File: config.mk
export PLATFORM = sky130hd
export DESIGN_NAME = instr_fetch
export DESIGN_NICKNAME = d
export VERILOG_FILES = /design/src/rtl/fetch_pkg.sv /design/src/rtl/instr_fetch.sv
export SDC_FILE = /design/constraint.sdc
export NUM_CORES = 1
export LEC_CHECK = 0
export CORE_MARGIN = 3
export CORE_UTILIZATION = 35
export CTS_BUF_LIST = sky130_fd_sc_hd__clkbuf_8
export DETAILED_ROUTE_END_ITERATION = 12
export PLACE_DENSITY = 0.68
export SKIP_CTS_REPAIR_TIMING = 1
export SLEW_MARGIN = 20
export SYNTH_ARGS = -nofsm -noshare
export SYNTH_HDL_FRONTEND = slang
export SYNTH_SLANG_ARGS = --single-unit
File: constraint.sdc
create_clock -name clk_i -period 4.8 [get_ports clk_i]
set_input_delay 0.48 -clock clk_i [delete_from_list [all_inputs] [get_ports clk_i]]
set_output_delay 0.48 -clock clk_i [all_outputs]
set_load 0.05 [all_outputs]
File: src/rtl/fetch_pkg.sv
// Shared constants for the dtcore32 fetch stage.
package fetch_pkg;

  localparam int unsigned XLEN = 32;
  localparam int unsigned PC_INC = 4;
  localparam logic [XLEN-1:0] INSTR_NOP = 32'h0000_0013;
  localparam logic [XLEN-1:0] DEFAULT_RESET_PC = 32'h0000_0000;

endpackage

File: src/rtl/instr_fetch.sv
// Instruction fetch stage: owns the PC, addresses a 1-cycle-latency ROM, hands pairs to decode.
// Optional feature: FETCH_REDIRECT_BYPASS_EN sends a redirect target to the ROM in the same cycle.
module instr_fetch
  import fetch_pkg::*;
#(
  parameter int unsigned MEM_DEPTH = 256,
  parameter logic [XLEN-1:0] RESET_PC = DEFAULT_RESET_PC,
  localparam int unsigned AW = $clog2(MEM_DEPTH)
) (
  input  logic            clk_i,
  input  logic            rst_i,
  input  logic            redirect_valid_i,
  input  logic [31:0]     redirect_pc_i,
  output logic [AW+1:2]   imem_addr_o,
  input  logic [31:0]     imem_rdata_i,
  output logic            if_valid_o,
  input  logic            if_ready_i,
  output logic [31:0]     if_pc_o,
  output logic [31:0]     if_instr_o
);

  logic [XLEN-1:0] pc_q, pc_d;
  logic            resp_valid_q, resp_valid_d;
  logic [XLEN-1:0] resp_pc_q, resp_pc_d;

  logic            stall_c;
  logic [XLEN-1:0] target_c;
  logic [XLEN-1:0] addr_pc_c;
  logic            unused_c;

  assign stall_c  = resp_valid_q & ~if_ready_i;
  assign target_c = {redirect_pc_i[XLEN-1:2], 2'b00};

  // ROM address: re-read the held word on a stall so its data stays put.
  always_comb begin
    addr_pc_c = pc_q;
`ifdef FETCH_REDIRECT_BYPASS_EN
    if (redirect_valid_i) begin
      addr_pc_c = target_c;
    end else if (stall_c) begin
      addr_pc_c = resp_pc_q;
    end
`else
    if (stall_c) begin
      addr_pc_c = resp_pc_q;
    end
`endif
  end

  assign imem_addr_o = addr_pc_c[AW+1:2];
  assign unused_c    = ^{addr_pc_c[XLEN-1:AW+2], addr_pc_c[1:0], redirect_pc_i[1:0]};

  always_comb begin
    pc_d         = pc_q;
    resp_valid_d = resp_valid_q;
    resp_pc_d    = resp_pc_q;
    if (redirect_valid_i) begin
`ifdef FETCH_REDIRECT_BYPASS_EN
      resp_pc_d    = target_c;
      resp_valid_d = 1'b1;
      pc_d         = target_c + XLEN'(PC_INC);
`else
      // Target is requested next cycle; the in-flight response is dropped.
      pc_d         = target_c;
      resp_valid_d = 1'b0;
`endif
    end else if (!stall_c) begin
      resp_pc_d    = pc_q;
      resp_valid_d = 1'b1;
      pc_d         = pc_q + XLEN'(PC_INC);
    end
  end

  always_ff @(posedge clk_i) begin
    if (rst_i) begin
      pc_q         <= RESET_PC;
      resp_valid_q <= 1'b0;
      resp_pc_q    <= RESET_PC;
    end else begin
      pc_q         <= pc_d;
      resp_valid_q <= resp_valid_d;
      resp_pc_q    <= resp_pc_d;
    end
  end

  assign if_valid_o = resp_valid_q;
  assign if_pc_o    = resp_pc_q;
  assign if_instr_o = resp_valid_q ? imem_rdata_i : INSTR_NOP;

endmodule

==> run_results.csv, run 1 <==
group,metric,value,unit
clock_tree,clk_latency,0.34,ns
yosys,yosysTopAreaCell,"dfxtp_1",
run_status,status,"complete, no violations",
cells_and_area,nets,628,
drt,vias_per_cell,5.35,
placed_design,place_congestion,0.856,
placed_design,portBuffers,136,
timing,skew,0.00743,ns
pwr,power.leakage,0.00168,µW
yosys,synth-simple-area-share,37.3,%
yosys,yosys_warnings,0,
setup_path,rrSetupSlack,1.93,ns
timing,fmax,292,MHz
yosys,synth_top_family_by_area,"simple AND/OR/NAND/NOR gates",
drt,drtAntennaViolNets,0,
clock_tree,cts_tree,"built",
setup_path,r2r-start,"if_valid_o",
cells_and_area,layout-drive-gt1-share,4.80,%
clock_tree,clock-root-buffer,"clkbuf_8",
setup_path,required,4.32,ns
drt,post_drt_wl_per_cell,15.8,µm
setup_path,crit_start,"if_valid_o",
yosys,synth_xor_area_share,2.39,%
clock_tree,cts_buffers,9,
setup_path,r2r_cells,4,
global_route,antenna_found_initial,0,
global_route,overflow,0,
floorplan,dieArea,10600,µm²
min_path,whs_endpoint,"if_pc_o[31]",
setup_path,critPathKind,"reg -> out",
placed_design,pre_cts_slack,1.66,ns
timing,hold_viol_final,0,
pwr,p_int,885,µW
yosys,synth_flop_cell,"dfxtp_1",
min_path,holdCritPathClass,"reg -> reg",
floorplan,core,8930,µm²
yosys,synth_area,3290,µm²
drt,first_pass_iters,4,
yosys,synth_compound_area_share,17.3,%
timing,setup_ws,1.38,ns
yosys,synth_adder_area_share,0.380,%
timing,worstMarginPinSlew,0.820,ns
yosys,ys_seq_elements,61,
yosys,netlist_instances,444,
global_route,grt_max_degree,63,
yosys,syn_area_per_cell,7.42,µm²
floorplan,die_h,103,µm
setup_path,cp.arrival,2.94,ns
timing,period_needed,3.42,ns
global_route,grtUsageTotal,19.8,%
drt,drt_iter0_drc,208,
cells_and_area,nFillCells,862,
drt,drcViolationCount,0,
clock_tree,clock_path_buffers,2,
yosys,synth-edff-count,0,
job,drv_cap,0,
pwr,seqPwrFrac,44.4,%
setup_path,critPathCaptureType,"primary output",
yosys,synth-seq-area-share,37.1,%
setup_path,start_kind,"flip-flop",
pwr,combPwrFrac,23.5,%
cells_and_area,synthToLayoutAreaGrowth,47.1,%
floorplan,io_pins,141,
setup_path,r2r_end,"pc_q[17]",
floorplan,std_cell_rows,34,
yosys,synthMuxAreaShare,0,%
pwr,power_density,268,nW/µm²
drt,routed_wl,10.6,mm
global_route,grt_first_pass_wirelength,16.7,mm
yosys,postSynth.asyncResetShare,0,%
min_path,whs_path_depth,2,
cells_and_area,final_util,54.2,%
global_route,grt_pass1_vias,3254,
timing,finalSetupTns,0,ns
floorplan,start_util,36.9,%
setup_path,critPathMaxFanout,35,
pwr,p_sw_share,31.8,%
drt,vias,3591,
pwr,ir_drop,0.000149,V
placed_design,dpl.hpwl,7.63,mm
clock_tree,clk_pin_slew_worst_paths,0.06,ns
timing,setup_violations,0,
clock_tree,htree_levels,3,
yosys,netlist_top_cells_area,"dfxtp_1, nand2_1, and2_1",
timing,slew_viol_final,0,
yosys,yosysUniqueCellTypes,49,
min_path,hold_start,"if_pc_o[31]",
clock_tree,cts_sinks,61,
timing,rsz0062_at_grt,"false",
timing,fin_crit_sh,71.3,%
pwr,clkPwrFrac,32.1,%
floorplan,die_x,103,µm
yosys,synth_top_cell_area_share,37.1,%
pwr,p_switching,413,µW
timing,maxSlewHeadroom,45.2,%
cells_and_area,antenna_cells,0,
[cells by family (layout without fill, tap and decap cells)]
| family | count (synthesis) | after routing |
|---|---|---|
| other cells | 1 | 2 |
| simple gates | 247 | 247 |
| buf+inv | 42 | 160 |
| xor+xnor | 9 | 9 |
| flops | 61 | 61 |
| fa+ha+maj | 1 | 1 |
| compound gates | 83 | 83 |
[Yosys cell counts (5+ instances only)]
| cell type | number |
|---|---|
| nor4_1 | 9 |
| nand2_1 | 107 |
| and2_1 | 31 |
| nor2_1 | 24 |
| a21oi_1 | 31 |
| dfxtp_1 | 61 |
| clkbuf_1 | 29 |
| a311oi_1 | 13 |
| nand2b_1 | 5 |
| or4_1 | 8 |
| a211oi_1 | 8 |
| and3_1 | 9 |
| nor3_1 | 8 |
| xor2_1 | 5 |
| nand3_1 | 15 |
| nand4_1 | 18 |
| o31ai_1 | 7 |
[through the flow]
stage | instance area, µm² | power (µW) | cells | hold WS (ns)
2_1_floorplan | 3300 | 762 | 445 | 0.441
3_3_place_gp | 4660 | 887 | 656 | 0.446
3_5_place_dp | 4660 | 892 | 656 | 0.450
4_1_cts | 4840 | 1310 | 671 | 0.462
5_1_grt | 4840 | 1360 | 671 | 0.487
6_report | 4840 | 1300 | 671 | 0.459
[registers in the layout, summed over array words and instances, names as in the netlist]
| name | cells |
|---|---|
| if_valid_o | 1 |
| pc_q | 30 |
| if_pc_o | 30 |
[power by group through the flow]
stage / Combinational (µW) / Clock, µW / Sequential (µW)
after floorplan: 155 / 0 / 607
after global placement: 303 / 0 / 584
after detailed placement: 306 / 0 / 586
after CTS: 307 / 429 / 575
after global routing: 326 / 451 / 581
final: 305 / 417 / 576
[per-layer routing]
metal	global-route usage, %	vias to the layer above	wire (µm)
met3	3.04	13	630
met1	26.7	1648	4690
li1	-	1807	-
met2	32.5	123	5110
met4	6.47	0	148
met5	0	-	0
[how the worst max path moves through the flow]
stage          slack (ns)        endpoint
2_1_floorplan        2.48  imem_addr_o[2]
3_3_place_gp         1.69        pc_q[17]
3_5_place_dp         1.66        pc_q[17]
4_1_cts              1.33  imem_addr_o[9]
5_1_grt              1.11  imem_addr_o[9]
6_report             1.38  imem_addr_o[9]
[area by class of cell]
| class | instances | area [µm²] | area share [%] |
|---|---|---|---|
| Multi-Input combinational cell | 342 | 1900 | 39.3 |
| Inverter | 5 | 18.8 | 0.387 |
| Tap cell | 108 | 135 | 2.79 |
| Timing Repair Buffer | 140 | 1390 | 28.7 |
| Sequential cell | 61 | 1220 | 25.2 |
| Clock inverter | 3 | 12.5 | 0.258 |
| Clock buffer | 12 | 165 | 3.41 |
[placed cells by master (no fill, tap or decap), drive strengths merged, types with 2 or more instances in the layout]
cell	Yosys	routed
clkdlybuf4s50	0	135
nand2	107	107
dfxtp	61	61
and2	31	31
a21oi	31	31
nor2	24	24
nand4	18	18
nand3	16	16
a311oi	13	13
clkbuf	29	12
and3	11	11
nor4	9	9
nor3	9	9
a211oi	8	8
or4	8	8
o31ai	7	7
inv	4	6
nand2b	5	5
xor2	5	5
buf	8	5
xnor2	4	4
o21ai	4	4
o211ai	4	4
a2111oi	3	3
o41ai	3	3
or3	3	3
nor2b	2	2
and4	2	2
a32oi	2	2
conb	1	2
clkinv	1	2
[worst max-delay path, stage by stage, from the launching register on]
cell and delay (ns):
dfxtp_1 0.85, nor2b_1 0.54, buf_4 0.28, nand2_1 0.07, nand2_1 0.06, clkdlybuf4s50_1 0.81
(Power assumes the default switching activity.)
==> inputs of run 2 (changes only) <==
Settings changed: PLACE_DENSITY 0.68 to 0.71.
Clock period 4.8 ns to 3.05 ns, I/O delays scaled along.
==> run 2 against run 1 <==
  * Total power grew 56%
  * Core utilization is 1.2 points higher
  * Final area up 2.2%
  * Clock-buffer cell count down 1
  * Sequential share of layout area is 0.55 points lower
  * Largest power group unchanged
  * Worst hold slack worse by 0.0039 ns
  * Global-route usage decreased by 0.42 points
  * Sequential power rose by 57%
  * Register-to-register slack got worse by 1.1 ns
  * Cell count is 0.75% higher
==> run_results.csv, run 2 (same netlist as run 1, synthesis figures left out) <==
group,metric,value,unit
run_status,status,"complete, no violations",
drt,vias_per_cell,5.20,
drt,routed_wl,10.4,mm
pwr,total_power,2030,µW
floorplan,die_x,103,µm
timing,hold_viol_final,0,
setup_path,required,2.74,ns
pwr,power_density,410,nW/µm²
placed_design,place_congestion,0.845,
setup_path,critPathKind,"reg -> out",
setup_path,crit_slowest_cell,"dfxtp_1",
setup_path,critPathMaxFanout,35,
cells_and_area,synthToLayoutAreaGrowth,50.4,%
timing,fmax,390,MHz
drt,drtAntennaViolNets,0,
cells_and_area,nets,634,
cells_and_area,final_cells,676,
drt,drcViolationCount,0,
global_route,grt_pass1_vias,3240,
setup_path,cp_slowest_stage_delay,0.87,ns
global_route,grt_first_pass_wirelength,16.5,mm
timing,setup_violations,0,
floorplan,start_util,36.9,%
global_route,grt_max_degree,62,
clock_tree,cts_tree,"built",
timing,slew_viol_final,0,
placed_design,place_inst,662,
timing,maxSlewHeadroom,43.2,%
cells_and_area,layout-drive-gt1-share,7.04,%
global_route,antenna_found_initial,0,
cells_and_area,antenna_cells,0,
drt,vias,3516,
drt,post_drt_wl_per_cell,15.4,µm
job,drv_cap,0,
setup_path,critPathCaptureType,"primary output",
drt,drt_iter0_drc,170,
drt,first_pass_iters,4,
floorplan,die_h,103,µm
floorplan,dieArea,10600,µm²
clock_tree,clock_path_buffers,2,
placed_design,pre_cts_slack,0.802,ns
clock_tree,clock-root-buffer,"clkbuf_8",
timing,worstMarginPinSlew,0.850,ns
setup_path,cp.arrival,2.26,ns
global_route,grtUsageTotal,19.4,%
pwr,power.leakage,0.00174,µW
cells_and_area,layout_common_cells,"clkdlybuf4s50_1, nand2_1, dfxtp_1",
clock_tree,clk_latency,0.33,ns
clock_tree,cts_buffers,9,
floorplan,core,8930,µm²
timing,setup_ws,0.486,ns
timing,skew,0.00684,ns
setup_path,crit_path_cell_trace,"and2_1 -> clkdlybuf4s50_1",
placed_design,portBuffers,136,
timing,fin_crit_sh,84.1,%
setup_path,start_kind,"flip-flop",
clock_tree,cts_sinks,61,
clock_tree,clk_pin_slew_worst_paths,0.06,ns
placed_design,dpl.hpwl,7.74,mm
floorplan,io_pins,141,
global_route,overflow,0,
floorplan,std_cell_rows,34,
clock_tree,htree_levels,3,
timing,period_needed,2.56,ns
timing,rsz0062_at_grt,"false",
timing,whs,0.455,ns
min_path,holdCritPathClass,"reg -> reg",
cells_and_area,final_common_cell,"clkdlybuf4s50_1",
pwr,ir_drop,0.000319,V
timing,finalSetupTns,0,ns
run 2: cell count changes in the layout (fill, tap and decap cells not counted), sizes merged:
cell           change
buf               +14
clkbuf             -1
clkdlybuf4s50      -8
clkinv             +1
inv                -1
run 2: worst max-delay path: cells and delay by family (launching register included):
family	cells	cell delay (ns)
buffers and inverters	1	0.81
flip-flops	1	0.87
AND/OR/NAND/NOR	1	0.24
run 2: final cells by class:
cell class	instances	area, µm²
Tap cell	108	135
Clock buffer	11	151
Inverter	5	18.8
Clock inverter	3	13.8
Timing Repair Buffer	146	1510
Multi-Input combinational cell	342	1900
Fill cell	848	3980
Sequential cell	61	1220
run 2: metrics by stage:
stage | cell area (µm²) | util (%)
global route | 4950 | 55.4
finish | 4950 | 55.4
detailed placement | 4790 | 53.6
global placement | 4790 | 53.6
floorplan | 3300 | -
CTS | 4950 | 55.4
run 2: final timing paths:
| path | slack (ns) | endpoint | start | cells past startpoint |
|---|---|---|---|---|
| setup / recovery | 0.49 | if_instr_o[15] | if_valid_o | 2 |
| hold / removal | 0.46 | if_pc_o[15] | if_pc_o[15] | 2 |
| setup reg to reg | 0.84 | pc_q[19] | if_valid_o | 5 |
| hold reg to reg | 0.46 | if_pc_o[15] | if_pc_o[15] | 2 |
run 2: layer usage:
layer / GRT usage, % / up-vias / wire [µm]
met5: 0 / - / 0
met4: 3.19 / 0 / 48
met3: 4.47 / 5 / 655
met2: 32.0 / 98 / 4920
met1: 26.4 / 1594 / 4770
li1: - / 1819 / -
run 2: power breakdown:
part	total, µW	internal, µW	switching (µW)
clock	620	324	295
sequential	904	843	61.6
combinational	506	221	285
